`src/rtl/instruction_fetch.sv`:
```
// instruction_fetch: prefetches 16-bit instruction words from memory_control into a small FIFO for decode.
// Ports: clk/reset (async, active high); request/request_address/request_type/data_out drive memory_control;
// memory_in/memory_ready return read data; redirect/redirect_pc flush and retarget fetch;
// instr/instr_pc/instr_valid/instr_ready form the decode-side stream.
module instruction_fetch #(
  parameter int          FIFO_DEPTH = 4,
  parameter logic [15:0] RESET_PC   = 16'h0000
) (
  input  logic        clk,
  input  logic        reset,
  output logic [15:0] request_address,
  output logic        request_type,
  output logic        request,
  output logic [15:0] data_out,
  input  logic [15:0] memory_in,
  input  logic        memory_ready,
  input  logic        redirect,
  input  logic [15:0] redirect_pc,
  output logic [15:0] instr,
  output logic [15:0] instr_pc,
  output logic        instr_valid,
  input  logic        instr_ready
);
  localparam int AW = $clog2(FIFO_DEPTH);
  typedef enum logic [1:0] {IDLE, WAIT, DISCARD} state_t;
  state_t        state_q, state_d;
  logic [15:0]   fetch_pc_q, fetch_pc_d;
  logic [15:0]   request_address_q, request_address_d;
  logic          request_q, request_d;
  logic [AW-1:0] rd_ptr_q, rd_ptr_d, wr_ptr_q, wr_ptr_d;
  logic [AW:0]   count_q, count_d, count_after_pop;
  logic [31:0]   fifo_q [FIFO_DEPTH];
  logic          pop, push;
  assign instr_valid     = count_q != '0;
  assign pop             = instr_valid && instr_ready && !redirect;
  assign push            = state_q == WAIT && memory_ready && !redirect;
  assign count_after_pop = count_q - (AW+1)'(pop);
  assign {instr, instr_pc} = fifo_q[rd_ptr_q];
  assign request         = request_q;
  assign request_address = request_address_q;
  assign request_type    = 1'b0;
  assign data_out        = 16'h0000;
  // Pointers return to zero on a flush so the FIFO restarts cleanly after redirect.
  always_comb begin
    rd_ptr_d = redirect ? '0 : pop ? rd_ptr_q + AW'(1) : rd_ptr_q;
    wr_ptr_d = redirect ? '0 : push ? wr_ptr_q + AW'(1) : wr_ptr_q;
    count_d  = redirect ? '0 : count_q + (AW+1)'(push) - (AW+1)'(pop);
  end
  // A read is only issued when a slot is free after this edge's pop, so the
  // returning word always has room even if decode stalls meanwhile.
  always_comb begin
    state_d           = state_q;
    fetch_pc_d        = redirect ? redirect_pc : fetch_pc_q;
    request_d         = request_q;
    request_address_d = request_address_q;
    case (state_q)
      IDLE: begin
        if (!redirect && count_after_pop < (AW+1)'(FIFO_DEPTH)) begin
          request_d         = 1'b1;
          request_address_d = fetch_pc_q;
          state_d           = WAIT;
        end
      end
      WAIT: begin
        if (memory_ready) begin
          request_d = 1'b0;
          state_d   = IDLE;
          if (!redirect) fetch_pc_d = fetch_pc_q + 16'd1;
        end else if (redirect) begin
          state_d = DISCARD;
        end
      end
      DISCARD: begin
        if (memory_ready) begin
          request_d = 1'b0;
          state_d   = IDLE;
        end
      end
      default: state_d = IDLE;
    endcase
  end
  always_ff @(posedge clk or posedge reset) begin
    if (reset) begin
      state_q           <= IDLE;
      fetch_pc_q        <= RESET_PC;
      request_q         <= 1'b0;
      request_address_q <= 16'h0000;
      rd_ptr_q          <= '0;
      wr_ptr_q          <= '0;
      count_q           <= '0;
    end else begin
      state_q           <= state_d;
      fetch_pc_q        <= fetch_pc_d;
      request_q         <= request_d;
      request_address_q <= request_address_d;
      rd_ptr_q          <= rd_ptr_d;
      wr_ptr_q          <= wr_ptr_d;
      count_q           <= count_d;
    end
  end
  // Storage needs no reset: entries are only visible while count is non-zero.
  always_ff @(posedge clk) begin
    if (push) fifo_q[wr_ptr_q] <= {memory_in, request_address_q};
  end
endmodule

```
`config.mk`:
```
export PLATFORM = sky130hd
export DESIGN_NAME = instruction_fetch
export DESIGN_NICKNAME = d
export VERILOG_FILES = /design/src/rtl/instruction_fetch.sv
export SDC_FILE = /design/constraint.sdc
export NUM_CORES = 1
export LEC_CHECK = 0
export CAP_MARGIN = 10
export CELL_PAD_IN_SITES_DETAIL_PLACEMENT = 0
export CELL_PAD_IN_SITES_GLOBAL_PLACEMENT = 1
export CORE_MARGIN = 1
export CORE_UTILIZATION = 41
export DETAILED_ROUTE_END_ITERATION = 7
export GPL_ROUTABILITY_DRIVEN = 0
export PLACE_DENSITY_LB_ADDON = 0.1
export SLEW_MARGIN = 20
export SYNTH_ARGS = -nofsm -noshare
export SYNTH_HDL_FRONTEND = slang
export SYNTH_SLANG_ARGS = --single-unit
```
`constraint.sdc`:
```
create_clock -name clk -period 3.8 [get_ports clk]
set_clock_uncertainty 0.1 [all_clocks]
set_input_delay 0.76 -clock clk [delete_from_list [all_inputs] [get_ports clk]]
set_output_delay 0.76 -clock clk [all_outputs]
set_load 0.02 [all_outputs]
```
==> flow_summary.json <==
{
  "status": "finished clean",
  "synthFlopType": "edfxtp_1",
  "totalWireLength_mm": 13.1,
  "diodes": 0,
  "holdPathEnd": "state_q[0]",
  "crit_path_end_kind": "output port",
  "drc": 0,
  "grt_max_degree": 43,
  "cts_buffers": 17,
  "dpl.hpwl_mm": 8.15,
  "postSynthAreaPerCell_sq_um": 17.5,
  "path_class": "reg2out",
  "finalHoldViolCount": 0,
  "grt_overflow": 0,
  "layout_min_cycle_time_ns": 3.13,
  "path_cells": "buf_4 > mux4_2 > clkdlybuf4s50_1",
  "wire_per_inst_um": 18.1,
  "clk_pin_slew_worst_paths_ns": 0.06,
  "gr-usage-met2_pct": 26.9,
  "ant_nets": 0,
  "cts_resized": 0,
  "grt_pass1_vias": 3750,
  "worstPathRequired_ns": 2.94,
  "r2r-start": "state_q[1]",
  "htree_num_levels": 4,
  "hp-class": "reg2reg",
  "cp_data_arrival_time_ns": 2.27,
  "post-cts-setup-buffers": 0,
  "drt_pre_antenna_iters": 5,
  "min_path_cells": 1,
  "clk_latency_ns": 0.42,
  "die_area_sq_mm": 0.0173,
  "cts_sinks": 170,
  "io_pins": 104,
  "setup_tns_ns": 0,
  "crit_path_max_fanout": 30,
  "fp.dieW_um": 132,
  "busiest_layer": "met2",
  "ys_types": 34,
  "rows": 46,
  "maxSlewHeadroom_pct": 58.1,
  "fillers": 1338,
  "pwr_density_cell_mw_per_mm2": 662,
  "synth_top_area_share_pct": 55.9,
  "synth_area_sq_mm": 0.00688,
  "yosysSeqAreaShare_pct": 71.2,
  "synth.area.top_cells": "edfxtp_1, dfrtp_1, mux4_2",
  "grt_use_met1_pct": 21.2,
  "rsz0062_at_grt": "no",
  "tritoncts": "yes",
  "peakVddDrop_mv": 0.369,
  "drive_above_1_share_pct": 18.0,
  "cap_violations": 0,
  "cts-root-buf": "clkbuf_16",
  "crit_slowest_cell": "clkdlybuf4s50_1",
  "startpoint": "rd_ptr_q[1]",
  "final_common_cell": "edfxtp_1",
  "holdBufCountCts": 0,
  "rr_worst_depth": 12,
  "drtIter0Drc": 235,
  "p_leak_nw": 2.95,
  "yosys_warnings": 0,
  "min_from": "state_q[0]",
  "synth_edf_count": 128,
  "grt_pass1_wl_mm": 21.0,
  "setup_viol": 0,
  "r2r_end": "count_q[2]",
  "port_buffers": 86,
  "mostFrequentLayoutCells": "edfxtp_1, clkdlybuf4s50_1, dfrtp_1, mux4_2, nand2_1",
  "tightest_slew_ns": 0.623,
  "slew_violations": 0,
  "vias": 3516,
  "antenna_found_initial": 0,
  "timing.fmax_ghz": 0.319,
  "start_kind": "flop",
  "via_per_inst": 4.88,
  "met3_usage_pct": 4.28,
  "min_period_over_period_pct": 82.4,
  "synth_cells": 393,
  "synth_largest_area_cell": "edfxtp_1",
  "die_y_um": 132,
  "max_stage_delay_ns": 0.58,
  "syn_to_final_growth_pct": 24.2,
  "initial_core_util_pct": 42.7,
  "hold-worst-slack_ns": 0.435,
  "grtUsageTotal_pct": 16.4,
  "clock_path_buffers": 2,
  "synth-seq-cells": 170,
  "r2r_slack_ns": 1.24,
  "fp.coreArea_sq_mm": 0.0161,
  "fin_nets": 540,
  "synthArstFlopShare_pct": 24.7
}
[critical path: cells and delay by family, from the launching register on]
family,cells,cell delay [ns]
buffers and inverters,2,1.02
flip-flops,1,0.44
multiplexers,1,0.38
[state kept, by name, summed over array words and instances (netlist names)]
signal           cells
fifo_q             128
fetch_pc_q          16
request_address     16
count_q              3
rd_ptr_q             2
state_q              2
wr_ptr_q             2
request              1
[power breakdown]
group	internal, mW	switching [mW]	total, mW
Combinational	0.805	0.768	1.57
Sequential	2.30	0.203	2.51
Clock	0.894	0.685	1.58
[metal layers]
layer  up-vias  routed length, um
met5         -                  0
met2        82               6570
li1       1664                  -
met3         7                489
met1      1763               5910
met4         0                 90
[kinds of logic after synthesis]
kind of cell    Yosys count  share of synthesized area [%]
compound gates           23                           1.95
flops                   170                           71.2
xor+xnor                 16                           2.04
other cells               1                         0.0545
mux                      52                           13.7
buf+inv                  45                           3.49
simple gates             75                           5.53
fa+ha+maj                11                           2.11
[per-stage QoR]
stage / power [mW] / cell area [sq um] / instances / utilization, % / setup slack [ns]
finish: 5.66 / 8550 / 721 / 53.0 / 0.669
global route: 5.92 / 8550 / 721 / 53.0 / 0.558
CTS: 5.73 / 8550 / 721 / 53.0 / 0.603
detailed placement: 4.15 / 8010 / 689 / 49.7 / 0.605
global placement: 4.13 / 8010 / 689 / 49.7 / 0.683
floorplan: 3.46 / 6940 / 409 / - / 0.894
[synthesized netlist by cell type, drive strengths merged (3+ instances only)]
cell    instances
a21oi           3
and2            5
buf            21
clkbuf         11
dfrtp          42
edfxtp        128
ha             10
inv            13
mux2           16
mux2i           4
mux4           32
nand2          24
nand3           8
nand4           6
nor2           12
nor2b           3
nor3            6
nor4            4
o21ai          14
xnor2          10
xor2            6
[how the worst max path moves through the flow]
stage	end	slack [ns]	cells after the start
6_report	instr_pc[5]	0.67	3
4_1_cts	instr_pc[5]	0.60	3
2_1_floorplan	count_q[2]	0.89	11
3_3_place_gp	count_q[2]	0.68	11
3_5_place_dp	count_q[2]	0.60	11
5_1_grt	instr_pc[5]	0.56	3
[cell type report]
class | count | area, sq um | share of cell area [%]
Sequential cell | 170 | 4900 | 57.3
Multi-Input combinational cell | 194 | 1810 | 21.2
Timing Repair Buffer | 96 | 986 | 11.5
Clock buffer | 19 | 433 | 5.07
Tap cell | 216 | 270 | 3.16
Clock inverter | 13 | 103 | 1.20
Inverter | 13 | 48.8 | 0.571
(Power assumes the default switching activity.)
